$ cat config.mk
export PLATFORM = sky130hd
export DESIGN_NAME = cache_proc_req_ctrl
export DESIGN_NICKNAME = d
export VERILOG_FILES = /design/src/rtl/cache_proc_req_ctrl.sv
export SDC_FILE = /design/constraint.sdc
export NUM_CORES = 1
export LEC_CHECK = 0
export BUFFER_PORTS_ARGS = -buffer_cell sky130_fd_sc_hd__buf_2
export CAP_MARGIN = 15
export CORE_AREA = 4 4 66 68
export DETAILED_ROUTE_END_ITERATION = 10
export DIE_AREA = 0 0 70 72
export GPL_TIMING_DRIVEN = 0
export SYNTH_ARGS = -nofsm -noshare
export SYNTH_HDL_FRONTEND = slang
export SYNTH_SLANG_ARGS = --single-unit
$ cat constraint.sdc
create_clock -name clk -period 3.7 [get_ports clk]
set_clock_uncertainty 0.15 [all_clocks]
set_input_delay 0.185 -clock clk [delete_from_list [all_inputs] [get_ports clk]]
set_output_delay 0.185 -clock clk [all_outputs]
set_load 0.02 [all_outputs]
$ cat src/rtl/cache_proc_req_ctrl.sv
// Processor-side MESI request controller: classifies hit/miss, writes back a dirty
// victim, issues the bus request, and commits the line's new MESI state.
module cache_proc_req_ctrl #(
    parameter int RSP_TIMEOUT = 255,
    parameter int CNT_W       = 8
) (
    input  logic             clk,
    input  logic             rst_n,
    input  logic             proc_req_vld,
    input  logic             proc_req_op,
    input  logic             proc_hit,
    input  logic [3:0]       cur_state,
    input  logic             line_snoop_inv,
    output logic             proc_done,
    output logic             proc_err,
    output logic             busy,
    output logic             mem_wb_req,
    input  logic             mem_wb_ack,
    output logic [1:0]       bus_req,
    input  logic             bus_gnt,
    input  logic             bus_rsp_vld,
    input  logic [1:0]       bus_rsp,
    output logic             state_upd_en,
    output logic [3:0]       nxt_state
);

    localparam logic [3:0] INVALID   = 4'b0001;
    localparam logic [3:0] SHARED    = 4'b0010;
    localparam logic [3:0] EXCLUSIVE = 4'b0100;
    localparam logic [3:0] MODIFIED  = 4'b1000;

    localparam logic [1:0] BUS_NO_REQ         = 2'b00;
    localparam logic [1:0] BUS_READ_REQ       = 2'b01;
    localparam logic [1:0] BUS_RWITM_REQ      = 2'b10;
    localparam logic [1:0] BUS_INVALIDATE_REQ = 2'b11;

    localparam logic [1:0] BUS_SNOOP_FOUND_RSP = 2'b01;

    localparam logic [CNT_W-1:0] TIMEOUT_C = CNT_W'(RSP_TIMEOUT);

    typedef enum logic [2:0] {IDLE, WB, WAIT_GNT, WAIT_RSP, DONE} state_t;

    state_t           state, state_d;
    logic [1:0]       pend_req, pend_req_d;
    logic [CNT_W-1:0] cnt, cnt_d, cnt_inc;
    logic             done_d, err_d, wb_d, upd_d, hit_eff;
    logic [1:0]       bus_req_d;
    logic [3:0]       nxt_state_d;

    assign cnt_inc = cnt + 1'b1;
    assign hit_eff = proc_hit && (cur_state != INVALID);

    always_comb begin
        state_d     = state;
        pend_req_d  = pend_req;
        cnt_d       = cnt;
        done_d      = 1'b0;
        err_d       = 1'b0;
        wb_d        = 1'b0;
        upd_d       = 1'b0;
        bus_req_d   = BUS_NO_REQ;
        nxt_state_d = nxt_state;
        unique case (state)
            IDLE: begin
                if (proc_req_vld) begin
                    if (hit_eff) begin
                        if (proc_req_op && cur_state == SHARED) begin
                            pend_req_d = BUS_INVALIDATE_REQ;
                            bus_req_d  = BUS_INVALIDATE_REQ;
                            state_d    = WAIT_GNT;
                        end else begin
                            // Read hits and write hits on M/E complete locally.
                            state_d = DONE;
                            done_d  = 1'b1;
                            if (proc_req_op && cur_state == EXCLUSIVE) begin
                                upd_d       = 1'b1;
                                nxt_state_d = MODIFIED;
                            end
                        end
                    end else begin
                        pend_req_d = proc_req_op ? BUS_RWITM_REQ : BUS_READ_REQ;
                        if (cur_state == MODIFIED) begin
                            state_d = WB;
                            wb_d    = 1'b1;
                        end else begin
                            state_d   = WAIT_GNT;
                            bus_req_d = pend_req_d;
                        end
                    end
                end
            end
            WB: begin
                if (mem_wb_ack) begin
                    state_d   = WAIT_GNT;
                    bus_req_d = pend_req;
                end else begin
                    wb_d = 1'b1;
                end
            end
            WAIT_GNT: begin
                bus_req_d = pend_req;
                // Losing the line to a snoop outranks a simultaneous grant.
                if (line_snoop_inv && pend_req == BUS_INVALIDATE_REQ) begin
                    pend_req_d = BUS_RWITM_REQ;
                    bus_req_d  = BUS_RWITM_REQ;
                end else if (bus_gnt) begin
                    state_d = WAIT_RSP;
                    cnt_d   = '0;
                end
            end
            WAIT_RSP: begin
                bus_req_d = pend_req;
                cnt_d     = cnt_inc;
                if (bus_rsp_vld) begin
                    state_d   = DONE;
                    done_d    = 1'b1;
                    upd_d     = 1'b1;
                    bus_req_d = BUS_NO_REQ;
                    if (pend_req == BUS_READ_REQ)
                        nxt_state_d = (bus_rsp == BUS_SNOOP_FOUND_RSP) ? SHARED : EXCLUSIVE;
                    else
                        nxt_state_d = MODIFIED;
                end else if (cnt_inc == TIMEOUT_C) begin
                    state_d   = DONE;
                    done_d    = 1'b1;
                    err_d     = 1'b1;
                    bus_req_d = BUS_NO_REQ;
                end
            end
            DONE: begin
                state_d = IDLE;
                cnt_d   = '0;
            end
            default: state_d = IDLE;
        endcase
    end

    always_ff @(posedge clk or negedge rst_n) begin
        if (!rst_n) begin
            state        <= IDLE;
            pend_req     <= BUS_NO_REQ;
            cnt          <= '0;
            proc_done    <= 1'b0;
            proc_err     <= 1'b0;
            busy         <= 1'b0;
            mem_wb_req   <= 1'b0;
            bus_req      <= BUS_NO_REQ;
            state_upd_en <= 1'b0;
            nxt_state    <= INVALID;
        end else begin
            state        <= state_d;
            pend_req     <= pend_req_d;
            cnt          <= cnt_d;
            proc_done    <= done_d;
            proc_err     <= err_d;
            busy         <= (state_d != IDLE);
            mem_wb_req   <= wb_d;
            bus_req      <= bus_req_d;
            state_upd_en <= upd_d;
            nxt_state    <= nxt_state_d;
        end
    end

endmodule

==> results <==
- The flow ran to the end, and the final reports show no timing, DRC or antenna violations.
- The instance count of the mapped netlist is 130.
- The post-synthesis sequential area ratio is 46.7%.
- After global routing the overflow that remains totals 0.
- For the worst-skew pair, the clock arrives at the later sink with an insertion delay of 0.27 ns.
- After clock tree synthesis, the clock-pin slew on the worst setup and hold paths is 0.08 ns.
- The via count of the first global-routing pass is 1065.
- The proportion of synthesized flip-flops having asynchronous set or reset is 100%.
- The beginning of the worst register-to-register path is cnt[1]$_DFFE_PN0P_.
- The predominant post-synthesis flop cell is dfrtp_1.
- The count of final setup violators is 0.
- Setup repair after global routing left no endpoint under its margin.
- The number of max-slew violations in the final report was 0.
- The static leakage is 0.704 nW.
- The first global-routing pass estimated 4.94 mm of wire.
- The worst setup path is captured at a flip-flop.
- Summed over all failing endpoints, the final setup total negative slack is 0 ns.
- The row count is 23.
- Static timing analysis puts the maximum clock frequency at 0.520 GHz.
- Summing every instance area after synthesis gives 0.00129 mm2.
- For the pin with the worst max-slew slack, the measured transition is 0.542 ns.
- The relative slew slack is 63.9%.
- The number of synthesized flops with an enable pin is 0.
- The synthesized netlist devotes 1.94% of its cell area to adder and majority cells.
- The power density normalized to cell area is 599 mW/mm2.
- The die width is 70 um.
- CTS built an H-tree with a depth of 1.
- No sink is reached through more buffers than the 2 on the longest clock path.
- After layout, the worst path uses 52.0% of the clock period.
- The average cell area after synthesis is 9.91 um2.
- For this configuration, the core starts out at a cell density of 33.4%.
- The die area is 0.00504 mm2.
- In this run the cell area measured after placement is 0.00148 mm2.
- The parity-gate share of the synthesized area counting xor and xnor cells is 1.36%.
- Once detail routing completed, the nets flagged for antenna violations numbered 0.
- Ranked by total cell area, the synthesized netlist is headed by dfrtp_1 45%, o21ai_0 3.5%, nand2_1 3.5%.
- TritonCTS built the clock tree.
- The final route contains 1087 vias.
- The pin count of the biggest net entering global routing is 25.
- The net count after synthesis is 147.
- The worst path in the final design needs a cycle of 1.92 ns, including I/O delays and setup.
- The max-cap check violation count is 0.
- The share of layout cells above drive strength 1 is 28.6%.
- At the worst endpoint, the arrival time is 1.95 ns.
- CTS saw 24 sinks.
- After synthesis, the largest family of logic cells by area is simple AND/OR/NAND/NOR gates.
- The number of clock buffers added by TritonCTS is 3.
- The mux share of post-synthesis cell area is 4.17%.
- The area fraction in compound gates after synthesis is 17.4%.
- The biggest area contributor in the post-synthesis netlist is dfrtp_1.
- At the worst endpoint, the required time is 3.73 ns.
- For this design the top-level I/O count stands at 26.
- After the last flow step, the layout net total stands at 179.
- The detail-routed net length per standard cell is 13.5 um.
- The top-area cell type share of the netlist area is 44.7%.
- In this run the tool buffered the top-level ports with 25 buffer cells.
- The antenna diode instance count is 0.
- In the global route stage, overall resource usage came out at 12.4%.
- By startpoint and endpoint, the worst setup path is classified as reg2reg.
- Compared with the post-synthesis result, the final layout area differs by 20.4%.
- The worst hold path belongs to the class in2reg.
- The critical path starts at cnt[1]$_DFFE_PN0P_.
- After synthesis, the netlist uses 39 different library cells.
- The floorplan step defined a core boundary enclosing 0.00386 mm2.
- Ranked by instance count, the synthesized netlist is headed by 23 x dfrtp_1, 12 x nand2_1, 9 x o21ai_0, 8 x inv_1, 8 x nand3_1.
- The routed design has 2.84 mm of wire.
- The detailed router finished its first iteration with 56 violations.
- The Yosys step of the flow raised 0 warnings.
- After legalization and detailed placement, the total HPWL measured 2.21 mm.
- At the placement stage, the worst setup path has a slack of 1.79 ns.
- Yosys instantiated no cell more often than dfrtp_1.
- The count of instances resized after the clock tree is built is 0.
- The final hold violation count is 0.
- The weighted congestion at the end of routability-driven global placement is 0.824.
- IR analysis of the VDD net gives a maximum drop of 0.000150 V.
- In the routed design, unresolved DRC markers number 0.
- The cell area after layout is 0.00155 mm2.
- The number of register bits inferred by synthesis is 24.
- From bottom edge to top edge, the die measures 72 um.
- The number of antenna violations at the first check in global routing is 0.
- Summing the areas of all and, or, nand and nor instances in the mapped netlist gives 24.0% of the synthesized area.
- The worst hold path startpoint is bus_gnt.
- The master cell of the clock root buffer is clkbuf_8.
- The slack of the critical path is 1.78 ns.
- The count of TritonRoute iterations in the first routing pass is 4.
- The startpoint type of the worst setup path is a flip-flop.
- After detailed routing, the number of vias per cell comes to 5.15.
- Of all nets on the critical path, the largest fanout is 5.
-- timing repair --
item,CTS,global route
hold buffers,2,0
buffers inserted,0,0
hold endpoints to repair,24,0
-- path summary, 6_finish.rpt --
path                                            end  slack, ns  cells past startpoint
hold / removal                   state[0]$_DFF_PN0_       0.03                      3
setup / recovery               bus_req[0]$_DFF_PN0_       1.78                      5
setup reg to reg               bus_req[0]$_DFF_PN0_       1.78                      5
hold reg to reg            nxt_state[0]$_DFFE_PN1P_       0.35                      1
max in group asynchronous  nxt_state[0]$_DFFE_PN1P_       2.75                      2
min in group asynchronous        cnt[7]$_DFFE_PN0P_       0.28                      2
-- registers in the layout (all words and copies together) (netlist names) --
signal and count:
bus_req 2, busy 1, cnt 8, mem_wb_req 1, nxt_state 4, pend_req 2
proc_done 1, proc_err 1, state 3, state_upd_en 1
-- layout make-up --
class | count | area (um2)
timing repair buffer | 27 | 145
clock buffer | 4 | 55.1
inverter | 8 | 30.0
multi-input combinational | 95 | 629
tap | 50 | 62.6
fill | 418 | 2300
buffer | 3 | 27.5
sequential | 24 | 602
-- kinds of logic (layout without fill, tap and decap cells) --
| logic type | after synthesis | count (layout) |
|---|---|---|
| AO/OA/AOI/OAI | 35 | 35 |
| multiplexers | 5 | 5 |
| buffers and inverters | 11 | 42 |
| adder cells (fa/ha/maj) | 2 | 2 |
| XOR/XNOR | 2 | 2 |
| flip-flops | 24 | 24 |
| AND/OR/NAND/NOR | 51 | 51 |
-- placed cells by master, fill, tap and decap left out, types with 2 or more instances in the layout --
cell,count
ha_1,2
nor3b_1,2
o211ai_1,2
nor4b_1,2
dfrtp_1,23
nand4_1,3
nand2b_1,3
buf_2,25
o221ai_1,3
inv_1,8
nand2_1,12
mux2_2,3
o21ai_0,9
nand3_1,8
nor2_1,7
a31oi_1,6
buf_6,2
clkbuf_8,4
a21oi_1,7
mux2i_1,2
xnor2_1,2
a21boi_0,2
dlygate4sd3_1,2
o21a_1,2
nor3_1,3
-- metrics by stage --
step                cells  utilization, %  hold slack [ns]  total power, mW
floorplan             130               -           -0.261            0.649
detailed placement    205            38.3           0.0602            0.759
global route          211            40.2           0.0572             1.01
CTS                   211            40.2           0.0271            0.944
global placement      205            38.3           0.0478            0.742
finish                211            40.2           0.0321            0.929
-- critical path: stages, from the launching register on --
cell      delay (ns)
dfrtp_1         0.43
ha_1            0.26
nand3_1         0.16
o21ai_0         0.15
a311o_2         0.46
o221ai_1        0.22
-- per-layer routing --
layer / wire length (um) / up-vias / track usage [%]
li1: - / 539 / -
met1: 1270 / 517 / 15.0
met3: 95 / 7 / 3.05
met2: 1400 / 24 / 20.5
met5: 0 / - / 0
met4: 67 / 0 / 6.60
-- report_power, final --
group	internal, mW	switching (mW)
registers	0.336	0.0706
logic	0.144	0.199
clock network	0.0951	0.0846
No activity file was read; power rests on OpenSTA's default activity.
